===== src/rtl/ram_frame_reader_if.sv =====
// Pixel-stream and RAM read-port signals of the frame reader.
// The master modport is the reader; the slave modport is the RAM plus the pixel sink.
interface ram_frame_reader_if #(
  parameter int V = 8,
  parameter int A = 20
);
  logic         ram_we_o;
  logic [A-1:0] ram_addr_o;
  logic [V-1:0] ram_data_i;
  logic [V-1:0] pix_data_o;
  logic         pix_valid_o;
  logic         pix_ready_i;
  logic         pix_last_o;

  modport master (
    output ram_we_o,
    output ram_addr_o,
    input  ram_data_i,
    output pix_data_o,
    output pix_valid_o,
    input  pix_ready_i,
    output pix_last_o
  );

  modport slave (
    input  ram_we_o,
    input  ram_addr_o,
    output ram_data_i,
    input  pix_data_o,
    input  pix_valid_o,
    output pix_ready_i,
    input  pix_last_o
  );
endinterface


===== src/rtl/ram_frame_reader.sv =====
// Streams one frame of S pixels from a registered-read RAM into a valid/ready pixel port,
// keeping at most two pixels buffered or in flight so back-pressure never drops data.
module ram_frame_reader #(
  parameter int V = 8,
  parameter int S = 76800,
  parameter int A = 20
) (
  input  logic             clk_i,
  input  logic             rst_i,
  input  logic             start_i,
  ram_frame_reader_if.master io,
  output logic             busy_o,
  output logic             done_o
);

  if (S < 1 || S > (2 ** A)) begin : g_bad_params
    $error("ram_frame_reader: address width A cannot hold S-1");
  end

  typedef enum logic [1:0] {
    IDLE,
    RUN,
    DRAIN
  } state_t;

  localparam logic [A-1:0] LAST_ADDR = A'(S - 1);

  state_t       r_state;
  state_t       w_stateNext;
  logic [A-1:0] r_addr;
  logic         r_inflight;
  logic         r_inflightLast;
  logic [V-1:0] r_bufData [2];
  logic         r_bufLast [2];
  logic         r_rdPtr;
  logic         r_wrPtr;
  logic [1:0]   r_count;
  logic         r_done;

  logic         w_valid;
  logic         w_pop;
  logic         w_push;
  logic         w_issue;
  logic         w_issueLast;
  logic         w_lastPop;
  logic         w_start;

  assign w_valid     = (r_count != 2'd0);
  assign w_pop       = w_valid & io.pix_ready_i;
  assign w_push      = r_inflight;
  assign w_issueLast = (r_addr == LAST_ADDR);
  assign w_start     = (r_state == IDLE) & start_i;

  // A read may only be issued if the buffer will still have room when its data lands.
  always_comb begin
    w_stateNext = r_state;
    w_issue     = 1'b0;
    w_lastPop   = 1'b0;
    case (r_state)
      IDLE: begin
        if (start_i) begin
          w_stateNext = RUN;
        end
      end
      RUN: begin
        w_issue = ({1'b0, r_count} + {2'b00, r_inflight}) < (3'd2 + {2'b00, w_pop});
        if (w_issue && w_issueLast) begin
          w_stateNext = DRAIN;
        end
      end
      DRAIN: begin
        w_lastPop = w_pop & r_bufLast[r_rdPtr];
        if (w_lastPop) begin
          w_stateNext = IDLE;
        end
      end
      default: begin
        w_stateNext = IDLE;
      end
    endcase
  end

  always_ff @(posedge clk_i) begin
    if (rst_i) begin
      r_state <= IDLE;
    end else begin
      r_state <= w_stateNext;
    end
  end

  // The counter parks on S-1 after the final issue rather than wrapping.
  always_ff @(posedge clk_i) begin
    if (rst_i) begin
      r_addr         <= '0;
      r_inflight     <= 1'b0;
      r_inflightLast <= 1'b0;
    end else begin
      r_inflight     <= w_issue;
      r_inflightLast <= w_issue & w_issueLast;
      if (w_start) begin
        r_addr <= '0;
      end else if (w_issue && !w_issueLast) begin
        r_addr <= r_addr + 1'b1;
      end
    end
  end

  always_ff @(posedge clk_i) begin
    if (rst_i) begin
      r_bufData[0] <= '0;
      r_bufData[1] <= '0;
      r_bufLast[0] <= 1'b0;
      r_bufLast[1] <= 1'b0;
      r_rdPtr      <= 1'b0;
      r_wrPtr      <= 1'b0;
      r_count      <= 2'd0;
      r_done       <= 1'b0;
    end else begin
      r_done <= w_lastPop;
      if (w_push) begin
        r_bufData[r_wrPtr] <= io.ram_data_i;
        r_bufLast[r_wrPtr] <= r_inflightLast;
        r_wrPtr            <= ~r_wrPtr;
      end
      if (w_pop) begin
        r_rdPtr <= ~r_rdPtr;
      end
      case ({w_push, w_pop})
        2'b10:   r_count <= r_count + 2'd1;
        2'b01:   r_count <= r_count - 2'd1;
        default: r_count <= r_count;
      endcase
    end
  end

  assign io.ram_we_o    = 1'b0;
  assign io.ram_addr_o  = r_addr;
  assign io.pix_valid_o = w_valid;
  assign io.pix_data_o  = w_valid ? r_bufData[r_rdPtr] : '0;
  assign io.pix_last_o  = w_valid & r_bufLast[r_rdPtr];
  assign busy_o         = (r_state != IDLE);
  assign done_o         = r_done;

endmodule

===== src/flat_wrapper.sv =====
// flat-port wrapper written by rule: the top's interface ports become plain ports
module ram_frame_reader_flat 
#(
  parameter int V = 8,
  parameter int S = 76800,
  parameter int A = 20
)
  (clk_i, rst_i, start_i, busy_o, done_o, io_ram_we_o, io_ram_addr_o, io_ram_data_i, io_pix_data_o, io_pix_valid_o, io_pix_ready_i, io_pix_last_o);
  ram_frame_reader_if #(.V(V), .A(A)) io_i ();
  input  logic clk_i;
  input  logic rst_i;
  input  logic start_i;
  output logic busy_o;
  output logic done_o;
  output wire logic [$bits(io_i.ram_we_o)-1:0] io_ram_we_o;
  output wire logic [$bits(io_i.ram_addr_o)-1:0] io_ram_addr_o;
  input wire logic [$bits(io_i.ram_data_i)-1:0] io_ram_data_i;
  output wire logic [$bits(io_i.pix_data_o)-1:0] io_pix_data_o;
  output wire logic [$bits(io_i.pix_valid_o)-1:0] io_pix_valid_o;
  input wire logic [$bits(io_i.pix_ready_i)-1:0] io_pix_ready_i;
  output wire logic [$bits(io_i.pix_last_o)-1:0] io_pix_last_o;
  assign io_ram_we_o = io_i.ram_we_o;
  assign io_ram_addr_o = io_i.ram_addr_o;
  assign io_i.ram_data_i = io_ram_data_i;
  assign io_pix_data_o = io_i.pix_data_o;
  assign io_pix_valid_o = io_i.pix_valid_o;
  assign io_i.pix_ready_i = io_pix_ready_i;
  assign io_pix_last_o = io_i.pix_last_o;
  ram_frame_reader #(.V(V), .S(S), .A(A)) u_core (.clk_i(clk_i), .rst_i(rst_i), .start_i(start_i), .io(io_i), .busy_o(busy_o), .done_o(done_o));
endmodule

===== config.mk =====
export PLATFORM = sky130hd
export DESIGN_NAME = ram_frame_reader_flat
export DESIGN_NICKNAME = d
export VERILOG_FILES = /design/src/rtl/ram_frame_reader_if.sv /design/src/rtl/ram_frame_reader.sv /design/src/flat_wrapper.sv
export SDC_FILE = /design/constraint.sdc
export NUM_CORES = 1
export LEC_CHECK = 0
export BUFFER_PORTS_ARGS = -buffer_cell sky130_fd_sc_hd__buf_2
export CAP_MARGIN = 20
export CORE_UTILIZATION = 40
export CTS_BUF_LIST = sky130_fd_sc_hd__clkbuf_16
export DETAILED_ROUTE_END_ITERATION = 7
export PLACE_DENSITY = 0.71
export SYNTH_ARGS = -nofsm -noshare
export SYNTH_HDL_FRONTEND = slang
export SYNTH_SLANG_ARGS = --single-unit

===== constraint.sdc =====
create_clock -name clk_i -period 2.86 [get_ports clk_i]
set_input_delay 0.429 -clock clk_i [delete_from_list [all_inputs] [get_ports clk_i]]
set_output_delay 0.429 -clock clk_i [all_outputs]
set_load 0.01 [all_outputs]

---- After elaboration in Yosys (flattened, before gate mapping) ----
Memory sizes are Yosys's and may differ from the RTL's. A register that Yosys moved wholly into a read port is not among the register bits.
Cells that the tools add are included.
cells by class
  eq/ne operators ......................... 8
  mux-type cells .......................... 22
  reductions and logical operators ........ 12
  $lt $le $gt $ge ......................... 1
  add/sub/neg operators ................... 5
  bitwise logic cells ..................... 8
operators by type and width
  kind                     number
  $add A20 B1 Y20 const B  1
  $eq A20 B17 Y1 const B   1
  $mux W8                  2
  $mux W1                  15
  $reduce_or A8 Y1         1
  $mux W2                  3
  $pmux W2 S3              1
  $reduce_bool A2 Y1       3
  $and A1 B1 Y1            5
  $eq A2 B1 Y1 const B     2
  $eq A2 B2 Y1 const B     2
  $ne A2 B1 Y1 const B     2
  $pmux W2 S2              1
  $reduce_or A2 Y1         2
  $add A2 B1 Y3            1
  $add A2 B1 Y3 const A    1
  $lt A3 B3 Y1             1
  $not A1 Y1               3
  $reduce_and A3 Y1        1
  $add A2 B1 Y2 const B    1
  $logic_and A1 B1 Y1      2
  $logic_not A2 Y1         1
  $ne A2 B2 Y1 const B     1
  $sub A2 B1 Y2 const B    1
  2 further kinds          2
word-level totals
  input port bits ......................... 12
  logic and storage cells ................. 66
  bits in registers ....................... 29
  memories kept ........................... 2
  bits in writable memories ............... 18
memory list
  memory            words  width  rd ports  clocked after Yosys merged registers in  wr ports  line                    RTL
  u_core.r_bufData  2      8      1         1                                        2         ram_frame_reader.sv:33  logic [V-1:0] r_bufData [2];
  u_core.r_bufLast  2      1      1         1                                        2         ram_frame_reader.sv:34  logic r_bufLast [2];

---- Depth between registers and ports, before layout ----
Gate-level depths: netlist of the first run.
  word-level depth ........................ 7
  mapped depth ............................ 8
  mapped depth without buffers ............ 7

---- Worst setup path before layout of the first run ----
Ideal clock, no wire load.
  path kind ............................... reg2reg
  from .................................... register u_core.r_count[0]
  to ...................................... register u_core.r_addr[18], in the netlist u_core.io.ram_addr_o[18]
  arrival time ............................ 2.319 ns
  data required time ...................... 2.790 ns
  setup slack ............................. 0.471 ns
  cell stages (with the launch flop) ...... 9
  library setup time ...................... 0.070 ns
  cell sequence ........................... dfxtp_1 ha_1 ha_1 nand2b_1 or2_1 or4b_1 buf_2 or4_1 a21oi_1
between the ends
  cells in the longest elaborated chain, start to end .. 6
  elaborated cells between the ends (all ways) .. 7
RTL lines
  what                      line                     RTL
  start: declaration        ram_frame_reader.sv:37   logic [1:0] r_count;
  start signal: assignment  ram_frame_reader.sv:129  2'b10: r_count <= r_count + 2'd1;
  start signal: assignment  ram_frame_reader.sv:130  2'b01: r_count <= r_count - 2'd1;
  start signal: assignment  ram_frame_reader.sv:131  default: r_count <= r_count;
  $reduce_bool A2 Y1        ram_frame_reader.sv:48   assign w_valid = (r_count != 2'd0);
  $and A1 B1 Y1             ram_frame_reader.sv:49   assign w_pop = w_valid & io.pix_ready_i;
  $add A2 B1 Y3             ram_frame_reader.sv:66   w_issue = ({1'b0, r_count} + {2'b00, r_inflight}) < (3'd2 + {2'b00, w_pop});
  $lt A3 B3 Y1 *            ram_frame_reader.sv:66
  $mux W1 *                 ram_frame_reader.sv:59   case (r_state)
  $logic_and A1 B1 Y1 *     ram_frame_reader.sv:102  end else if (w_issue && !w_issueLast) begin
  end signal: assignment    ram_frame_reader.sv:103  r_addr <= r_addr + 1'b1;
  end: declaration          ram_frame_reader.sv:30   logic [A-1:0] r_addr;
Mark *: on every way between the ends. The rest lies on a longest branch, timed or not.
A chain may end at the register's enable or synchronous reset.

---- Worst setup path after layout of the first run ----
Ends and elaborated chain as after synthesis.

==> reports/qor.yml, run 1 <==
outcome: "finished, final reports clean"
synth-simple-area-share_pct: 27.68
switching_share_pct: 26.13
grt_pass1_wl_um: 7831
postSynthAreaPerCell_um2: 9.505
fill_cells: 540
ir_drop_v: 0.0004162
clock_sinks: 48
crit_fanout: 8
skew_ns: 0.002650
met2_length_um: 2221
cts_max_path_buffers: 2
reg2reg_from: "u_core.r_count[0]"
grt_pass1_vias: 1661
final_common_cell: "buf_2"
syn-instance-count: 243
setup_tns_ns: 0
synth_seq_cells: 48
hold_depth: 2
power_frac_comb_pct: 15.7
rsz0062_at_grt: "no"
multi_input_area_um2: 1104
ys_warn_count: 0
ctsHoldBuffers: 0
regArea_um2: 1141
clock_power_share_pct: 38.2
timing.fmax_ghz: 0.3918
die_width_um: 77.99
cts_max_level: 2
slew_headroom_pct: 49.65
required_ns: 3.07
synth-edff-count: 18
cts-resized-gates: 0
synth_top_family_by_area: "simple AND/OR/NAND/NOR gates"
yosys.cell_types.count: 42
syn_nets: 259
worstHoldStart: "io_ram_data_i[6]"
core-area_um2: 5540
drtIter0Drc: 80
p_int_mw: 1.280
placement.io_buffers: 43
hold_viol: 0
dpl_cell_area_um2: 2591
grt_max_degree: 19
yosysSeqAreaShare_pct: 49.40
worstReg2RegEnd: "u_core.io.ram_addr_o[18]"
cellLeakagePower_nw: 1.068
dieArea_um2: 6082
layout.nets: 302
p_per_area_nw_per_um2: 627.1
seqPwrFrac_pct: 46.0
drc: 0
clk_latency_ns: 0.28
worst_slew_pin_slew_ns: 0.7495
cts_setup_buffers: 0
finalCritPeriodShare_pct: 89.24
worst-r2r-setup-slack_ns: 0.31
die_h_um: 77.99
hpwl_um: 3387
synthFlopType: "dfxtp_1"
synth_xor_xnor_area_share_pct: 1.517
io_pins: 45
layout_min_cycle_time_ns: 2.552
area_growth_pct: 19.66
worstPathArrival_ns: 2.77
numCtsBuffers: 5
cp-end-kind: "flip-flop"
min_to: "u_core.r_bufData[1][6]"
synth_adder_area_share_pct: 2.167
clockRootBuffer: "clkbuf_16"
n_antenna_cell: 0
grt_overflow: 0
wl_met1_um: 2262
min_path_type: "in -> reg"
slew_viol_final: 0
antenna_found_initial: 0
via_per_inst: 5.423
async_reset_ff_share_pct: 0
post-route-cell-area_um2: 2764
mostFrequentLayoutCells: "43 x buf_2, 30 x dfxtp_1, 22 x nor2_1, 20 x a21oi_1, 20 x and2_1"
cts_tree: "done"
r2r_cells: 7
antenna_left: 0
cp-start-kind: "flip-flop"
routed_wl_um: 4763
drtPass1Iterations: 4
num_vias: 1947
finalWeightedCongestion: 0.7643
syn_area_um2: 2310
drive_gt1_share_pct: 20.21
setup_viol: 0
yosys-mux-area-fraction_pct: 4.767
grt_usage_pct: 16.49
top_layer: "met4"
rows: 27
synth_compound_area_share_pct: 11.48
wl_per_cell_um: 13.27
wl_met3_um: 216
critPathKind: "reg -> reg"
initial_utilization_pct: 41.69
p_sw_mw: 0.4529
drv_cap: 0
path_clk_slew_ns: 0.06
-- metrics by stage --
| step | power, mW | worst slack, ns | instances | util (%) | hold WS [ns] |
|---|---|---|---|---|---|
| floorplan | 1.000 | 0.4707 | 243 | - | 0.4551 |
| global placement | 1.083 | 0.3695 | 351 | 46.77 | 0.4863 |
| detailed placement | 1.089 | 0.3396 | 351 | 46.77 | 0.4931 |
| CTS | 1.748 | 0.3201 | 359 | 49.89 | 0.4214 |
| global route | 1.812 | 0.1616 | 359 | 49.89 | 0.4283 |
| finish | 1.733 | 0.3076 | 359 | 49.89 | 0.4301 |
-- logic make-up (layout without fill, tap and decap cells) --
| family | count (synthesis) | count (layout) |
|---|---|---|
| AND/OR/NAND/NOR | 115 | 115 |
| XOR/XNOR | 4 | 4 |
| buffers and inverters | 16 | 60 |
| flip-flops | 48 | 48 |
| other | 1 | 1 |
| adder cells (fa/ha/maj) | 4 | 4 |
| AO/OA/AOI/OAI | 44 | 44 |
| multiplexers | 11 | 11 |
-- critical path, stage by stage (launching register included) --
cell and delay [ns]:
dfxtp_1 0.37, ha_1 0.22, ha_1 0.16, nand2b_1 0.14, or2_1 0.27, or4b_1 0.65
or4_1 0.51, a21oi_1 0.14
-- metal layers --
layer	up-vias	global-route usage (%)
met5	-	0
met1	925	22.01
met3	4	3.765
met4	0	6.111
li1	973	-
met2	45	26.02
-- cell usage after synthesis (all sizes together), types with 3 or more instances --
library cell	number	area, µm²
dfxtp	30	600.6
nor2	22	82.58
a21oi	20	100.1
and2	20	125.1
edfxtp	18	540.5
nand2	15	56.30
mux2i	11	110.1
nand3	11	55.05
o21ai	10	53.80
nor3	8	40.04
or3	8	50.05
or4	8	60.06
inv	7	26.28
clkbuf	6	22.52
o31ai	5	37.54
ha	4	50.05
or2	4	25.03
buf	3	16.26
nand2b	3	18.77
nand4	3	18.77
nor4b	3	26.28
o41ai	3	26.28
-- power by group through the flow --
stage	Combinational (mW)	Sequential, mW	Clock (mW)
3_5_place_dp	0.274	0.814	0
6_report	0.272	0.798	0.663
5_1_grt	0.302	0.804	0.706
2_1_floorplan	0.211	0.789	0
4_1_cts	0.275	0.799	0.674
3_3_place_gp	0.272	0.812	0
-- area by class of cell --
class / instances / area share (%)
sequential: 48 / 41.29
multi-input combinational: 179 / 39.93
timing repair buffer: 45 / 8.330
clock buffer: 5 / 4.527
tap: 72 / 3.259
clock inverter: 3 / 1.720
inverter: 7 / 0.9507
-- state kept, by name (all words and copies together) (netlist names), named ones only --
signal,cells
u_core.done_o,1
u_core.r_rdPtr,1
u_core.r_count,2
u_core.io.ram_addr_o,20
u_core.r_state,2
u_core.r_inflightLast,1
u_core.r_bufData,16
u_core.r_bufLast,2
u_core.r_inflight,1
u_core.r_wrPtr,1
-- worst max path at each step --
stage	start	slack, ns	cells past startpoint	end
after detailed placement	u_core.r_count[0]	0.34	7	u_core.io.ram_addr_o[18]
after CTS	u_core.r_count[0]	0.32	7	u_core.io.ram_addr_o[18]
after global routing	u_core.r_count[0]	0.16	7	u_core.io.ram_addr_o[18]
final	u_core.r_count[0]	0.31	7	u_core.io.ram_addr_o[18]
after global placement	u_core.r_count[0]	0.37	7	u_core.io.ram_addr_o[18]
after floorplan	u_core.r_count[0]	0.47	8	u_core.io.ram_addr_o[18]
Power figures use the tool's default switching activity.
==> inputs of run 2 (changes only) <==
--- a/config.mk
+++ b/config.mk
@@ -11,6 +11,7 @@
 export CTS_BUF_LIST = sky130_fd_sc_hd__clkbuf_16
 export DETAILED_ROUTE_END_ITERATION = 7
 export PLACE_DENSITY = 0.71
+export RECOVER_POWER = 50
 export SYNTH_ARGS = -nofsm -noshare
 export SYNTH_HDL_FRONTEND = slang
 export SYNTH_SLANG_ARGS = --single-unit
==> run 2 against run 1 <==
Against the previous run:
- final cell count is the same
- die area is the same
- setup slack worse by 0.0031 ns
- core utilization decreased by 0.65 points
- maximum frequency shrank 0.12%
- non-clock buffer count unchanged
- global-route usage is the same
- sequential power is essentially flat
- hold slack lost 0.00068 ns
- largest power group unchanged
==> reports/qor.yml, run 2 (synthesized netlist as in run 1, its figures left out) <==
outcome: "finished, final reports clean"  # unchanged
grtUsageMet2_pct: 26.02  # unchanged
grt_usage_pct: 16.49  # unchanged
final_util_pct: 49.23  # was 49.89%
worst-r2r-setup-slack_ns: 0.30  # was 0.31 ns
n_antenna_cell: 0  # unchanged
routed_wl_um: 4772  # was 4763 µm
final_common_cell: "dfxtp_1"  # was buf_2
final_cells: 359  # unchanged
cts_max_level: 2  # unchanged
clock_sinks: 48  # unchanged
drv_cap: 0  # unchanged
placement.io_buffers: 43  # unchanged
num_vias: 1961  # was 1947
worstHoldStart: "io_ram_data_i[6]"  # unchanged
place_inst: 351  # unchanged
layout_min_cycle_time_ns: 2.555  # was 2.552 ns
timing.fmax_ghz: 0.3913  # was 0.3918 GHz
grt-busiest-layer: "met2"  # unchanged
numCtsBuffers: 5  # unchanged
core-area_um2: 5540  # unchanged
min_to: "u_core.r_bufData[1][6]"  # unchanged
slew_viol_final: 0  # unchanged
ir_drop_v: 0.0004129  # was 0.0004162 V
mostFrequentLayoutCells: "30 x dfxtp_1, 24 x clkbuf_1, 22 x nor2_1, 20 x a21oi_1, 20 x buf_2"  # was 43 x buf_2, 30 x dfxtp_1, 22 x nor2_1, 20 x a21oi_1, 20 x and2_1
cellLeakagePower_nw: 0.9572  # was 1.068 nW
antenna_found_initial: 0  # unchanged
cp-start-kind: "flip-flop"  # unchanged
rows: 27  # unchanged
cp-end-kind: "flip-flop"  # unchanged
skew_ns: 0.002867  # was 0.002650 ns
drtPass1Iterations: 4  # unchanged
hold_depth: 2  # unchanged
worstReg2RegEnd: "u_core.io.ram_addr_o[18]"  # unchanged
worstPathArrival_ns: 2.77  # about the same
layout.nets: 302  # unchanged
power.total_mw: 1.728  # was 1.733 mW
die_h_um: 77.99  # unchanged
initial_utilization_pct: 41.69  # unchanged
grt_pass1_wl_um: 7831  # unchanged
min_path_type: "in -> reg"  # unchanged
use_met3_pct: 3.765  # unchanged
grt_max_degree: 19  # unchanged
r2r_cells: 7  # unchanged
ctsHoldBuffers: 0  # unchanged
hold_viol: 0  # unchanged
grt.met1_usage_pct: 22.01  # unchanged
critPathKind: "reg -> reg"  # unchanged
clockRootBuffer: "clkbuf_16"  # unchanged
cts_max_path_buffers: 2  # unchanged
grt_overflow: 0  # unchanged
via_per_inst: 5.462  # was 5.423
antenna_left: 0  # unchanged
slew_headroom_pct: 49.37  # was 49.65%
finalCritPeriodShare_pct: 89.35  # was 89.24%
die_width_um: 77.99  # unchanged
crit_fanout: 8  # unchanged
clk_latency_ns: 0.28  # about the same
p_per_area_nw_per_um2: 633.5  # was 627.1 nW/µm²
drc: 0  # unchanged
grt_pass1_vias: 1661  # unchanged
reg2reg_from: "u_core.r_count[0]"  # unchanged
area_growth_pct: 18.09  # was 19.66%
required_ns: 3.07  # about the same
largest_register_ffs: 20  # unchanged
cts-resized-gates: 0  # unchanged
setup_viol: 0  # unchanged
hpwl_um: 3387  # unchanged
io_pins: 45  # unchanged
worst_slew_pin_slew_ns: 0.7536  # was 0.7495 ns
setup_tns_ns: 0  # unchanged
drtIter0Drc: 99  # was 80
hold_ws_ns: 0.4294  # was 0.4301 ns
dieArea_um2: 6082  # unchanged
finalWeightedCongestion: 0.7643  # unchanged
rsz0062_at_grt: "no"  # unchanged
cts_setup_buffers: 0  # unchanged
path_clk_slew_ns: 0.06  # about the same
cts_tree: "done"  # unchanged
drive_gt1_share_pct: 11.15  # was 20.21%
wl_per_cell_um: 13.29  # was 13.27 µm
[run 2: cell count changes in the layout (fill, tap and decap cells not counted), moves of 5 or more]
cell / change
and2_1: -5
and2_0: +5
clkbuf_1: +24
buf_2: -23
[run 2: metrics by stage]
| step | cell area (µm²) | worst slack (ns) |
|---|---|---|
| floorplan | 2310 | 0.4707 |
| global placement | 2591 | 0.3695 |
| detailed placement | 2591 | 0.3396 |
| CTS | 2764 | 0.3201 |
| global route | 2728 | 0.1787 |
| finish | 2728 | 0.3045 |
[run 2: report_power, final]
group | leakage [nW] | switching, mW | internal, mW
clock | 0.0840 | 0.248 | 0.415
sequential | 0.430 | 0.0458 | 0.750
combinational | 0.443 | 0.157 | 0.112
[run 2: routing by layer]
| layer | up-vias | wire [µm] |
|---|---|---|
| met5 | - | 0 |
| met1 | 938 | 2272 |
| met2 | 47 | 2261 |
| met4 | 0 | 38 |
| li1 | 974 | - |
| met3 | 2 | 200 |
[run 2: cell type report]
type                       instances  area [µm²]
fill                             549        2813
timing repair buffer              45       197.7
sequential                        48        1141
inverter                           7       26.28
tap                               72       90.09
clock buffer                       5       125.1
multi-input combinational        179        1100
clock inverter                     3       47.55
[run 2: worst max-delay path by stage]
stage / cells after the start / slack [ns] / to / start
6_report: 7 / 0.30 / u_core.io.ram_addr_o[18] / u_core.r_count[0]
2_1_floorplan: 8 / 0.47 / u_core.io.ram_addr_o[18] / u_core.r_count[0]
3_5_place_dp: 7 / 0.34 / u_core.io.ram_addr_o[18] / u_core.r_count[0]
3_3_place_gp: 7 / 0.37 / u_core.io.ram_addr_o[18] / u_core.r_count[0]
4_1_cts: 7 / 0.32 / u_core.io.ram_addr_o[18] / u_core.r_count[0]
5_1_grt: 7 / 0.18 / u_core.io.ram_addr_o[18] / u_core.r_count[0]
[run 2: worst max-delay path: stages, from the launching register on]
cell and delay, ns:
dfxtp_1 0.36, ha_1 0.22, ha_1 0.16, nand2b_1 0.14, or2_1 0.27, or4b_1 0.65, or4_1 0.52, a21oi_1 0.15
==> inputs of run 3 (changes only) <==
--- a/config.mk
+++ b/config.mk
@@ -10,8 +10,7 @@
 export CORE_UTILIZATION = 40
 export CTS_BUF_LIST = sky130_fd_sc_hd__clkbuf_16
 export DETAILED_ROUTE_END_ITERATION = 7
-export PLACE_DENSITY = 0.71
-export RECOVER_POWER = 50
+export RECOVER_POWER = 25
 export SYNTH_ARGS = -nofsm -noshare
 export SYNTH_HDL_FRONTEND = slang
 export SYNTH_SLANG_ARGS = --single-unit
==> run 3 against run 2 <==
Against the previous run:
- final cell count is the same
- highest routed layer unchanged
- core utilization shrank 0.27 points
- largest power group unchanged
- sequential share of layout area grew 0.23 points
- combinational power grew 1%
==> reports/qor.yml, run 3 (synthesized netlist as in run 1, its figures left out) <==
outcome: "finished, final reports clean"  # unchanged
setup_tns_ns: 0  # unchanged
hold_viol: 0  # unchanged
timing.fmax_ghz: 0.3912  # was 0.3913 GHz
grt_pass1_wl_um: 7948  # was 7831 µm
wl_per_cell_um: 13.40  # was 13.29 µm
cts_max_path_buffers: 2  # unchanged
cts_setup_buffers: 0  # unchanged
cellLeakagePower_nw: 1.000  # was 0.9572 nW
drive_gt1_share_pct: 14.63  # was 11.15%
clk_latency_ns: 0.28  # about the same
crit_family: "simple AND/OR/NAND/NOR gates"  # unchanged
path_clk_slew_ns: 0.06  # about the same
finalWeightedCongestion: 0.7491  # was 0.7643
dieArea_um2: 6082  # unchanged
skew_ns: 0.003216  # was 0.002867 ns
clock_sinks: 48  # unchanged
core-area_um2: 5540  # unchanged
via_per_inst: 5.295  # was 5.462
cp_slowest_cell: "or4b_1"  # unchanged
layout_min_cycle_time_ns: 2.556  # was 2.555 ns
crit_top_cell: "ha_1"  # unchanged
n_antenna_cell: 0  # unchanged
p_per_area_nw_per_um2: 599.7  # was 633.5 nW/µm²
cp-end-kind: "flip-flop"  # unchanged
r2r_cells: 7  # unchanged
placement.io_buffers: 43  # unchanged
met2_length_um: 2305  # was 2261 µm
die_width_um: 77.99  # unchanged
worst_slew_pin_slew_ns: 0.8814  # was 0.7536 ns
clockRootBuffer: "clkbuf_16"  # unchanged
drv_cap: 0  # unchanged
hpwl_um: 3487  # was 3387 µm
grt_overflow: 0  # unchanged
grt_usage_pct: 16.56  # was 16.49%
cts_max_level: 2  # unchanged
routed_wl_um: 4810  # was 4772 µm
cp-start-kind: "flip-flop"  # unchanged
ctsHoldBuffers: 0  # unchanged
layout.nets: 302  # unchanged
io_pins: 45  # unchanged
worstHoldStart: "io_ram_data_i[1]"  # was io_ram_data_i[6]
numCtsBuffers: 5  # unchanged
wl_met3_um: 134  # was 200 µm
mostFrequentLayoutCells: "30 x dfxtp_1, 30 x buf_2, 22 x nor2_1, 20 x a21oi_1, 20 x and2_1"  # was 30 x dfxtp_1, 24 x clkbuf_1, 22 x nor2_1, 20 x a21oi_1, 20 x buf_2
min_path_type: "in -> reg"  # unchanged
drc: 0  # unchanged
worstPathArrival_ns: 2.77  # about the same
finalCritPeriodShare_pct: 89.39  # was 89.35%
grt_max_degree: 19  # unchanged
antenna_found_initial: 0  # unchanged
worstReg2RegEnd: "u_core.io.ram_addr_o[18]"  # unchanged
hold_depth: 2  # unchanged
rsz0062_at_grt: "no"  # unchanged
setup_viol: 0  # unchanged
power.total_mw: 1.627  # was 1.728 mW
worst-r2r-setup-slack_ns: 0.30  # about the same
min_to: "u_core.r_bufData[1][1]"  # was u_core.r_bufData[1][6]
wl_met1_um: 2355  # was 2272 µm
antenna_left: 0  # unchanged
top_layer: "met4"  # unchanged
initial_utilization_pct: 41.69  # unchanged
largest_register_ffs: 20  # unchanged
cts-resized-gates: 0  # unchanged
cts_tree: "done"  # unchanged
critPathKind: "reg -> reg"  # unchanged
area_growth_pct: 17.44  # was 18.09%
grt_pass1_vias: 1648  # was 1661
critical_path_buf_inv_count: 0  # unchanged
ir_drop_v: 0.0003185  # was 0.0004129 V
die_h_um: 77.99  # unchanged
reg2reg_from: "u_core.r_count[0]"  # unchanged
num_vias: 1901  # was 1961
worstPathCellList: "ha_1 > ha_1 > nand2b_1 > or2_1 > or4b_1 > or4_1 > a21oi_1"  # unchanged
slew_headroom_pct: 40.79  # was 49.37%
required_ns: 3.07  # about the same
slowest_delay_ns: 0.66  # was 0.65 ns
crit_fanout: 8  # unchanged
drtIter0Drc: 97  # was 99
rows: 27  # unchanged
drtPass1Iterations: 4  # unchanged
slew_viol_final: 0  # unchanged
-- run 3: cell types whose count changed in the layout (fill, tap and decap cells not counted), moves of 5 or more --
| cell | change |
|---|---|
| clkbuf_1 | -11 |
| buf_2 | +10 |
| and2_0 | -5 |
| and2_1 | +5 |
-- run 3: worst max-delay path by stage --
stage,endpoint,slack [ns],start,depth (start not counted)
detailed placement,u_core.io.ram_addr_o[18],0.31,u_core.r_count[0],7
floorplan,u_core.io.ram_addr_o[18],0.47,u_core.r_count[0],8
CTS,u_core.io.ram_addr_o[18],0.28,u_core.r_count[0],7
global placement,u_core.io.ram_addr_o[18],0.37,u_core.r_count[0],7
global route,u_core.io.ram_addr_o[18],0.21,u_core.r_count[0],7
finish,u_core.io.ram_addr_o[18],0.30,u_core.r_count[0],7
-- run 3: per-stage QoR --
step           utilization (%)  worst slack [ns]  hold slack, ns  instances  instance area [µm²]
2_1_floorplan                -            0.4707          0.4551        243                 2310
3_3_place_gp             46.77            0.3672          0.4845        351                 2591
3_5_place_dp             46.77            0.3111          0.4908        351                 2591
4_1_cts                  49.32            0.2837          0.4283        359                 2733
5_1_grt                  48.96            0.2101          0.4304        359                 2713
6_report                 48.96            0.3036          0.4341        359                 2713
-- run 3: layout make-up --
class,count,area [µm²]
clock buffer,5,125.1
multi-input combinational,179,1100
timing repair buffer,45,214.0
sequential,48,1141
inverter,7,26.28
tap,72,90.09
clock inverter,3,16.27
fill,552,2828
-- run 3: where the power goes --
| group | switching [mW] | internal [mW] | leakage (nW) |
|---|---|---|---|
| logic | 0.160 | 0.113 | 0.497 |
| registers | 0.0468 | 0.750 | 0.430 |
| clock network | 0.237 | 0.319 | 0.0726 |
-- run 3: layer usage --
layer,vias up,global-route usage (%)
met3,2,3.529
li1,973,-
met2,31,26.73
met4,0,3.889
met1,895,22.66
met5,-,0
